<file path="src/rtl/conv_window_scheduler.sv">
// ---------------------------------------------------------------------------
// conv_window_scheduler
//
// Sequencing controller for the single-window convolution datapath. After an
// accepted start it walks every valid output position of an img_size x
// img_size image with a filter_size x filter_size filter. For each position it
// streams the window's pixel reads into the window register file, fires the
// MAC engine, waits for its result and writes that result to the output
// feature buffer.
//
// Ports
//   clk          : single clock, rising edge
//   reset        : asynchronous, active-low reset
//   start        : pass request, accepted only while idle
//   abort        : return to idle from any state, no done pulse
//   img_size     : image side, latched on an accepted start
//   filter_size  : filter side (1, 3 or 5), latched on an accepted start
//   win_rd_en    : image-buffer read strobe
//   win_rd_addr  : image-buffer read address
//   win_idx      : destination slot in the window register file
//   mac_start    : one-cycle MAC engine trigger
//   mac_done     : MAC result valid
//   mac_result   : MAC result
//   out_wr_en    : output-buffer write strobe
//   out_wr_addr  : output-buffer write address
//   out_wr_data  : output-buffer write data
//   busy         : high in every state except idle
//   done         : one-cycle pulse at the end of a complete pass
//   cfg_err      : sticky configuration error, cleared by the next start
//
// Every output is a flop. The strobes are registered copies of the decoded
// next state, so they line up exactly with the state they belong to while no
// combinational path reaches an output from mac_done.
// ---------------------------------------------------------------------------
module conv_window_scheduler #(
  parameter int IMG_MAX  = 32,
  parameter int FILT_MAX = 5,
  parameter int DATA_W   = 16,
  parameter int ADDR_W   = 10
) (
  input  logic              clk,
  input  logic              reset,
  input  logic              start,
  input  logic              abort,
  input  logic [15:0]       img_size,
  input  logic [15:0]       filter_size,
  output logic              win_rd_en,
  output logic [ADDR_W-1:0] win_rd_addr,
  output logic [4:0]        win_idx,
  output logic              mac_start,
  input  logic              mac_done,
  input  logic [DATA_W-1:0] mac_result,
  output logic              out_wr_en,
  output logic [ADDR_W-1:0] out_wr_addr,
  output logic [DATA_W-1:0] out_wr_data,
  output logic              busy,
  output logic              done,
  output logic              cfg_err
);

  localparam logic [2:0] S_IDLE    = 3'd0;
  localparam logic [2:0] S_CHECK   = 3'd1;
  localparam logic [2:0] S_LOAD    = 3'd2;
  localparam logic [2:0] S_FIRE    = 3'd3;
  localparam logic [2:0] S_WAIT    = 3'd4;
  localparam logic [2:0] S_WRITE   = 3'd5;
  localparam logic [2:0] S_ADVANCE = 3'd6;
  localparam logic [2:0] S_FIN     = 3'd7;

  // Row/column counters must hold 0..IMG_MAX-1.
  localparam int COUNT_W = $clog2(IMG_MAX) + 1;

  localparam logic [15:0]        IMG_MAX_W  = 16'(IMG_MAX);
  localparam logic [15:0]        FILT_MAX_W = 16'(FILT_MAX);
  localparam logic [ADDR_W-1:0]  ADDR_ZERO  = {ADDR_W{1'b0}};
  localparam logic [ADDR_W-1:0]  ADDR_ONE   = {{(ADDR_W-1){1'b0}}, 1'b1};
  localparam logic [COUNT_W-1:0] CNT_ZERO   = {COUNT_W{1'b0}};
  localparam logic [COUNT_W-1:0] CNT_ONE    = {{(COUNT_W-1){1'b0}}, 1'b1};

  logic [2:0]         state_r;
  logic [2:0]         state_next_s;

  // Latched configuration and derived limits.
  logic [15:0]        img_r;
  logic [15:0]        k_r;
  logic [2:0]         k_last_r;      // K-1
  logic [COUNT_W-1:0] o_last_r;      // O-1

  // Position and window-offset counters.
  logic [COUNT_W-1:0] row_r;
  logic [COUNT_W-1:0] col_r;
  logic [2:0]         r_r;
  logic [2:0]         c_r;
  logic [4:0]         idx_r;

  // Running address arithmetic: no multipliers anywhere.
  logic [ADDR_W-1:0]  row_base_r;    // row * img_size
  logic [ADDR_W-1:0]  origin_r;      // row * img_size + col
  logic [ADDR_W-1:0]  rd_addr_r;     // current read address inside the window
  logic [ADDR_W-1:0]  out_addr_r;    // row * O + col

  logic [DATA_W-1:0]  result_r;
  logic               cfg_err_r;

  logic               win_rd_en_r;
  logic               mac_start_r;
  logic               out_wr_en_r;
  logic               busy_r;
  logic               done_r;

  logic               cfg_bad_s;
  logic               load_last_s;
  logic               pos_last_s;
  logic               col_wrap_s;
  logic [ADDR_W-1:0]  img_a_s;
  logic [ADDR_W-1:0]  row_step_s;
  logic [ADDR_W-1:0]  next_row_base_s;

  // Only odd filters up to FILT_MAX that fit inside an image no larger than
  // IMG_MAX give a valid pass.
  assign cfg_bad_s = ((k_r != 16'd1) && (k_r != 16'd3) && (k_r != 16'd5)) ||
                     (k_r > FILT_MAX_W) ||
                     (img_r < k_r) ||
                     (img_r > IMG_MAX_W);

  assign load_last_s     = (r_r == k_last_r) && (c_r == k_last_r);
  assign col_wrap_s      = (col_r == o_last_r);
  assign pos_last_s      = (row_r == o_last_r) && col_wrap_s;
  assign img_a_s         = ADDR_W'(img_r);
  // Moving from the end of one window row to the start of the next one.
  assign row_step_s      = img_a_s - {{(ADDR_W-3){1'b0}}, k_last_r};
  assign next_row_base_s = row_base_r + img_a_s;

  assign win_rd_en   = win_rd_en_r;
  assign win_rd_addr = rd_addr_r;
  assign win_idx     = idx_r;
  assign mac_start   = mac_start_r;
  assign out_wr_en   = out_wr_en_r;
  assign out_wr_addr = out_addr_r;
  assign out_wr_data = result_r;
  assign busy        = busy_r;
  assign done        = done_r;
  assign cfg_err     = cfg_err_r;

  // Next-state decode; abort overrides every transition.
  always_comb begin
    state_next_s = state_r;
    if (abort) begin
      state_next_s = S_IDLE;
    end else begin
      case (state_r)
        S_IDLE: begin
          if (start) begin
            state_next_s = S_CHECK;
          end else begin
            state_next_s = S_IDLE;
          end
        end
        S_CHECK: begin
          if (cfg_bad_s) begin
            state_next_s = S_FIN;
          end else begin
            state_next_s = S_LOAD;
          end
        end
        S_LOAD: begin
          if (load_last_s) begin
            state_next_s = S_FIRE;
          end else begin
            state_next_s = S_LOAD;
          end
        end
        S_FIRE: begin
          state_next_s = S_WAIT;
        end
        S_WAIT: begin
          if (mac_done) begin
            state_next_s = S_WRITE;
          end else begin
            state_next_s = S_WAIT;
          end
        end
        S_WRITE: begin
          state_next_s = S_ADVANCE;
        end
        S_ADVANCE: begin
          if (pos_last_s) begin
            state_next_s = S_FIN;
          end else begin
            state_next_s = S_LOAD;
          end
        end
        S_FIN: begin
          state_next_s = S_IDLE;
        end
        default: begin
          state_next_s = S_IDLE;
        end
      endcase
    end
  end

  // State register plus strobes registered from the next state.
  always_ff @(posedge clk or negedge reset) begin
    if (!reset) begin
      state_r     <= S_IDLE;
      win_rd_en_r <= 1'b0;
      mac_start_r <= 1'b0;
      out_wr_en_r <= 1'b0;
      busy_r      <= 1'b0;
      done_r      <= 1'b0;
    end else begin
      state_r     <= state_next_s;
      win_rd_en_r <= (state_next_s == S_LOAD);
      mac_start_r <= (state_next_s == S_FIRE);
      out_wr_en_r <= (state_next_s == S_WRITE);
      busy_r      <= (state_next_s != S_IDLE);
      done_r      <= (state_next_s == S_FIN);
    end
  end

  // Configuration latch, counters, running addresses and result capture.
  always_ff @(posedge clk or negedge reset) begin
    if (!reset) begin
      img_r      <= 16'd0;
      k_r        <= 16'd0;
      k_last_r   <= 3'd0;
      o_last_r   <= CNT_ZERO;
      row_r      <= CNT_ZERO;
      col_r      <= CNT_ZERO;
      r_r        <= 3'd0;
      c_r        <= 3'd0;
      idx_r      <= 5'd0;
      row_base_r <= ADDR_ZERO;
      origin_r   <= ADDR_ZERO;
      rd_addr_r  <= ADDR_ZERO;
      out_addr_r <= ADDR_ZERO;
      result_r   <= {DATA_W{1'b0}};
      cfg_err_r  <= 1'b0;
    end else if (abort) begin
      // Counters are left as they are; CHECK reinitialises them on the next
      // pass, and cfg_err keeps its value across an abort.
      cfg_err_r <= cfg_err_r;
    end else begin
      case (state_r)
        S_IDLE: begin
          if (start) begin
            img_r     <= img_size;
            k_r       <= filter_size;
            cfg_err_r <= 1'b0;
          end
        end
        S_CHECK: begin
          if (cfg_bad_s) begin
            cfg_err_r <= 1'b1;
          end else begin
            k_last_r   <= k_r[2:0] - 3'd1;
            // O-1 = img - 2*(K>>1) - 1, which is img - K for odd K.
            o_last_r   <= COUNT_W'(img_r - k_r);
            row_r      <= CNT_ZERO;
            col_r      <= CNT_ZERO;
            r_r        <= 3'd0;
            c_r        <= 3'd0;
            idx_r      <= 5'd0;
            row_base_r <= ADDR_ZERO;
            origin_r   <= ADDR_ZERO;
            rd_addr_r  <= ADDR_ZERO;
            out_addr_r <= ADDR_ZERO;
          end
        end
        S_LOAD: begin
          // The address is frozen on the window's final read so it never
          // steps past the last pixel of the image.
          if (c_r == k_last_r) begin
            c_r <= 3'd0;
            if (r_r != k_last_r) begin
              r_r       <= r_r + 3'd1;
              rd_addr_r <= rd_addr_r + row_step_s;
            end
          end else begin
            c_r       <= c_r + 3'd1;
            rd_addr_r <= rd_addr_r + ADDR_ONE;
          end
          if (!load_last_s) begin
            idx_r <= idx_r + 5'd1;
          end
        end
        S_WAIT: begin
          if (mac_done) begin
            result_r <= mac_result;
          end
        end
        S_ADVANCE: begin
          // On the final position everything holds, so no address wraps.
          if (!pos_last_s) begin
            r_r        <= 3'd0;
            c_r        <= 3'd0;
            idx_r      <= 5'd0;
            out_addr_r <= out_addr_r + ADDR_ONE;
            if (col_wrap_s) begin
              col_r      <= CNT_ZERO;
              row_r      <= row_r + CNT_ONE;
              row_base_r <= next_row_base_s;
              origin_r   <= next_row_base_s;
              rd_addr_r  <= next_row_base_s;
            end else begin
              col_r     <= col_r + CNT_ONE;
              origin_r  <= origin_r + ADDR_ONE;
              rd_addr_r <= origin_r + ADDR_ONE;
            end
          end
        end
        default: begin
          result_r <= result_r;
        end
      endcase
    end
  end

endmodule

</file>
<file path="config.mk">
export PLATFORM = sky130hd
export DESIGN_NAME = conv_window_scheduler
export DESIGN_NICKNAME = d
export VERILOG_FILES = /design/src/rtl/conv_window_scheduler.sv
export SDC_FILE = /design/constraint.sdc
export NUM_CORES = 1
export LEC_CHECK = 0
export CORE_ASPECT_RATIO = 0.5
export CORE_MARGIN = 2
export CORE_UTILIZATION = 60
export CTS_BUF_LIST = sky130_fd_sc_hd__clkbuf_4
export DETAILED_ROUTE_END_ITERATION = 7
export PLACE_DENSITY_LB_ADDON = 0.2
export SETUP_SLACK_MARGIN = 0.02
export SYNTH_ARGS = -nofsm -noshare
export SYNTH_HDL_FRONTEND = slang
export SYNTH_SLANG_ARGS = --single-unit
</file>
<file path="constraint.sdc">
create_clock -name clk -period 5.25 [get_ports clk]
set_input_delay 0.525 -clock clk [delete_from_list [all_inputs] [get_ports clk]]
set_output_delay 0.525 -clock clk [all_outputs]
set_load 0.03 [all_outputs]
</file>
==> results of run 1 <==
==> worst paths after layout <==
kind / startpoint / endpoint / depth (start not counted)
max reg2reg: img_r[0] / out_wr_addr[2] / 12
min in group clk: out_wr_addr[9] / out_wr_addr[9] / 1
min reg2reg: out_wr_addr[9] / out_wr_addr[9] / 1
max in group asynchronous: reset / out_wr_data[6] / 3
max: img_r[0] / out_wr_addr[2] / 12
min: reset / out_wr_addr[8] / 2
==> cell type report <==
class                           instances  area share [%]
Tap cell                              170            2.33
Multi-Input combinational cell        564            44.9
Inverter                               63            2.59
Antenna cell                            1          0.0274
Sequential cell                       129            35.4
Clock buffer                           17            1.40
Timing Repair Buffer                  106            11.4
Clock inverter                         15            1.89
==> per-stage QoR <==
stage	hold slack (ns)	instance area (um^2)	power, W	instances	utilization (%)
floorplan	0.229	7690	0.00365	783	-
global placement	0.399	8810	0.00446	1031	69.9
detailed placement	0.404	8810	0.00457	1031	69.9
CTS	0.332	9120	0.00531	1064	72.4
global route	0.341	9120	0.00570	1064	72.4
finish	0.343	9120	0.00532	1065	72.4
==> placed cells by master (no fill, tap or decap), types with 5 or more instances in the layout <==
| cell | count |
|---|---|
| and3_1 | 11 |
| clkbuf_4 | 17 |
| nor2b_1 | 5 |
| nor2_1 | 39 |
| buf_4 | 7 |
| a21oi_1 | 27 |
| fa_1 | 5 |
| inv_1 | 63 |
| nand2_1 | 86 |
| nor3_1 | 9 |
| nand2b_1 | 15 |
| xor2_1 | 18 |
| a21o_1 | 5 |
| mux2_2 | 47 |
| xnor2_1 | 40 |
| nand3_1 | 28 |
| nand4_1 | 11 |
| o31ai_1 | 13 |
| clkdlybuf4s50_1 | 98 |
| a31oi_1 | 6 |
| ha_1 | 52 |
| a211oi_1 | 7 |
| o21ai_0 | 65 |
| mux2_4 | 9 |
| nor4_1 | 6 |
| dfrtp_1 | 129 |
| inv_6 | 6 |
| o21ai_1 | 6 |
==> logic make-up (layout without fill, tap and decap cells) <==
family          Yosys count  in the layout  synth area share, %
buf+inv                  90            201                 4.75
simple gates            227            227                 14.2
mux                      58             58                 8.90
compound gates          164            164                 13.8
fa+ha+maj                57             57                 9.76
other cells               0              1                    0
xor+xnor                 58             58                 6.61
flops                   129            129                 42.0
==> routing by layer <==
layer / GRT usage [%] / vias up
li1: - / 2943
met1: 40.8 / 2971
met2: 43.3 / 238
met3: 8.30 / 28
met4: 7.10 / 0
met5: 0 / -
==> power by group through the flow <==
stage / logic (W) / registers [W] / clock network (W)
final: 0.00291 / 0.00167 / 0.000737
after global routing: 0.00319 / 0.00172 / 0.000789
after CTS: 0.00290 / 0.00166 / 0.000744
after detailed placement: 0.00289 / 0.00168 / 0
after global placement: 0.00279 / 0.00167 / 0
after floorplan: 0.00183 / 0.00182 / 0
==> registers in the layout, summed over array words and instances, names as in the netlist, 5 cells and up <==
signal	cells
row_base_r	10
out_wr_data	16
out_wr_addr	10
origin_r	10
img_r	16
win_rd_addr	10
k_r	16
col_r	6
o_last_r	6
win_idx	5
row_r	6
==> worst max-delay path: cells and delay by family (launching register included) <==
family | cells | cell delay (ns)
AOI/OAI and AO/OA | 5 | 0.99
DFF | 1 | 0.42
and+or+nand+nor | 3 | 1.36
adders and majority gates | 2 | 0.40
buffers and inverters | 2 | 0.42
==> synthesized netlist by cell type (4+ instances only) <==
cell	instances	share of area, %
o31ai_1	13	1.3
and3_1	11	0.90
nor2b_1	5	0.41
o21ai_0	65	4.2
mux2_4	9	1.8
inv_1	63	3.1
xor2_1	18	2.1
nand2b_1	15	1.2
a211oi_1	7	0.68
o21bai_1	4	0.39
clkbuf_1	18	0.88
xnor2_1	40	4.6
o211ai_1	4	0.39
buf_2	6	0.39
or3_1	4	0.33
a31oi_1	6	0.49
nand4_1	11	0.90
nor4_1	6	0.49
nand2_1	86	4.2
nand3_1	28	1.8
o21ai_1	6	0.39
a21oi_1	27	1.8
dfrtp_1	129	42
ha_1	52	8.5
mux2_2	47	6.9
nor2_1	39	1.9
nor3_1	9	0.59
fa_1	5	1.3
a21o_1	5	0.49
==> out/qor.csv, run 1 <==
metric,value,unit
swShare,45.6,%
highest_layer,met4,
ff_latch_area,3230,um^2
period_minus_slack,3.68,ns
finalHoldViolations,0,
drt_iter0_drc,496,
async_flop_share,100,%
timing.final.crit_share,70.0,%
cts.path.max_buffers,2,
ant_nets,0,
worstSetupStartpointType,flop,
p_switching,0.00242,W
wl_per_cell,17.4,um
insertion_delay,0.58,ns
worstMarginPinSlew,1.05,ns
grt_pass1_vias,6164,
dr.pass1.iters,5,
gp_congestion,0.918,
slew_viol_final,0,
status,"finished, final reports clean",
tns,0,ns
area.growth.synth_to_final,18.6,%
setup_viol,0,
wl_met1,8520,um
yosysWarningCount,0,
worst_slack,1.57,ns
end_kind,flop,
postCtsSetupRepairBufs,0,
slew_headroom,30.1,%
via_per_inst,5.80,
cp.arrival,4.17,ns
power_frac_comb,54.7,%
ir_worst_vdd,408,uV
fin_skew,0.0204,ns
htreeDepth,4,
max-cap-violations,0,
crit_type,reg -> reg,
num_vias,6180,
cts_hold_buf,1,
grt_start_max_net_pins,78,
coreArea,12600,um^2
clkSinkCount,129,
synthDistinctLibCells,61,
crit_path_max_incr_delay,0.74,ns
synth_ff_type,dfrtp_1,
syn_inst,783,
crit_chain,"inv_1, ha_1, fa_1, nand2b_1, o2bb2ai_1, o211ai_2, a2111oi_4, or3_1, and2_1, buf_4, o21ai_0, o21ai_0",
global_route.usage.total,28.6,%
multiInputGateArea,4100,um^2
worst_ep_required_time,5.74,ns
routed_wl,18500,um
syn_area,7690,um^2
crit_path_max_fanout,23,
yosysSeqAreaShare,42.0,%
p_clk_share,13.8,%
route.met2.wl,8110,um
gr-total-overflow,0,
avgSynthCellArea,9.82,um^2
holdCritPathClass,in -> async,
die_h,84.0,um
path_clk_slew,0.14,ns
dpl.hpwl,13900,um
die-area,13800,um^2
route.detailed.drc,0,
grt_pass1_wl,30600,um
internal_power,0.00290,W
synth-edff-count,0,
leakagePower,4.08,nW
grt_setup_unrepaired,no,
power.density,584,nW/um^2
r2r_setup_slack,1.57,ns
fp-row-count,29,
place_ws,1.61,ns
cts_tree,built,
ys_seq_elements,129,
cts_resized,0,
crit_path_top_delay_cell,and2_1,
met3_length,1650,um
io_buffer_count,99,
cts_buffers,17,
crit_top_cell,o21ai_0,
fillerInstances,927,
clock.fmax,272,MHz
fp.dieW,164,um
fin_nets,991,
initial_utilization,61.1,%
drive_above_1_share,11.9,%
ioPinCount,100,
cts_root_buffer,clkbuf_4,
p_seq_share,31.4,%
syn_nets,893,
antenna_found_initial,0,
Note: power is estimated with default switching activity, not from simulation.
==> run 2, diff against run 1 <==
- CORE_UTILIZATION: 60 -> 52
- clock period: 5.25 -> 3.2 ns (I/O delays scaled with it)
==> run 2 against run 1 <==
Critical path depth fell by 1; clock skew rose by 0.0041 ns; utilization is 7.7 points lower; sequential share of layout area fell by 0.91 points; cell count increased by 4.6%.
==> out/qor.csv, run 2 (same netlist as run 1, synthesis figures left out) <==
metric,value,unit
status,"finished, final reports clean",
clkSinkCount,129,
insertion_delay,0.55,ns
end_kind,flop,
dpl.hpwl,13500,um
timing.final.crit_share,93.6,%
setup_viol,0,
area.growth.synth_to_final,21.8,%
route.detailed.drc,0,
fin_nets,1013,
layout_common_cells,"dfrtp_1, clkdlybuf4s50_1, nand2_1, o21ai_0, inv_1",
cp.arrival,3.45,ns
ant_nets,0,
leakagePower,4.21,nW
gr-total-overflow,0,
ir_worst_vdd,525,uV
fp-row-count,31,
finalHoldViolations,0,
antenna_found_initial,1,
wl_per_cell,16.0,um
crit_start,k_last_r[1],
grt_setup_unrepaired,no,
gp_congestion,0.863,
cts_buffers,17,
initial_utilization,53.1,%
grt_pass1_wl,29000,um
global_route.usage.total,23.4,%
clock.fmax,334,MHz
slew_headroom,54.5,%
htreeDepth,4,
die-area,15800,um^2
drive_above_1_share,14.5,%
power,0.00876,W
max-cap-violations,0,
tns,0,ns
num_vias,6130,
coreArea,14500,um^2
placed_area,9000,um^2
grt_start_max_net_pins,52,
cts_tree,built,
power.density,935,nW/um^2
n_antenna_cell,0,
holdCritPathClass,in -> async,
die_h,90.0,um
cts.path.max_buffers,2,
crit_type,reg -> reg,
io_buffer_count,99,
final_cell_area,9360,um^2
via_per_inst,5.50,
drt_iter0_drc,391,
dr.pass1.iters,4,
path_clk_slew,0.14,ns
grt_pass1_vias,5755,
slew_viol_final,0,
rr_startpoint,k_last_r[1],
routed_wl,17800,um
cts_root_buffer,clkbuf_4,
r2r_setup_slack,0.21,ns
fin_skew,0.0245,ns
crit_path_max_fanout,4,
ioPinCount,100,
worstSetupStartpointType,flop,
fp.dieW,176,um
layout_commonest_cell,dfrtp_1,
period_minus_slack,2.99,ns
worst_ep_required_time,3.65,ns
worstMarginPinSlew,0.683,ns
-- run 2: cell types whose count changed in the layout (fill, tap and decap cells not counted), sizes merged --
cell / previous run / this run
clkinv: 3 / 2
buf: 7 / 29
inv: 71 / 72
diode: 1 / 0
-- run 2: layer usage --
metal  vias to the layer above  GRT usage (%)  share of wire [%]
met5                         -              0                  0
met3                        25           6.35                6.2
li1                       2979              -                  -
met2                       152           34.9                 43
met4                         0           8.20                1.8
met1                      2974           33.0                 49
-- run 2: worst max-delay path: stages, from the launching register on --
cell,delay (ns)
dfrtp_2,0.47
fa_1,0.49
inv_1,0.07
ha_1,0.31
a21oi_2,0.16
o211ai_1,0.15
or4_1,0.45
a41o_1,0.24
a21oi_1,0.18
xnor2_1,0.17
o21ai_0,0.11
o2bb2ai_1,0.13
-- run 2: worst paths after layout --
kind                                  end  depth (start not counted)
max reg2reg                win_rd_addr[9]                         11
max in group asynchronous   row_base_r[1]                          3
max                        win_rd_addr[9]                         11
min                             img_r[10]                          2
min in group clk           out_wr_data[6]                          2
min reg2reg                out_wr_addr[9]                          1
-- run 2: power breakdown --
group          internal, W  switching (W)
Sequential         0.00214       0.000520
Combinational      0.00225        0.00265
Clock             0.000489       0.000703
Total              0.00488        0.00387
-- run 2: final cells by class --
cell class | instances | area (um^2)
clock buffer | 17 | 128
clock inverter | 15 | 171
fill | 1180 | 5100
inverter | 63 | 236
multi-input combinational | 564 | 4110
sequential | 129 | 3230
tap | 198 | 248
timing repair buffer | 128 | 1240
-- run 2: through the flow --
stage | std cells | setup WS [ns] | hold slack [ns] | utilization, %
final | 1114 | 0.205 | 0.338 | 64.7
after global routing | 1114 | 0.0170 | 0.324 | 64.7
after CTS | 1110 | 0.121 | 0.319 | 64.4
after detailed placement | 1077 | 0.143 | 0.403 | 62.2
after global placement | 1077 | 0.206 | 0.400 | 62.2
after floorplan | 783 | 0.129 | 0.0244 | -
-- run 2: timing repair --
item,in CTS,in global routing
gates resized for setup,0,8
setup buffers,0,4
hold endpoints to repair,48,0
endpoints found under the setup margin,0,27
hold buffers,1,0
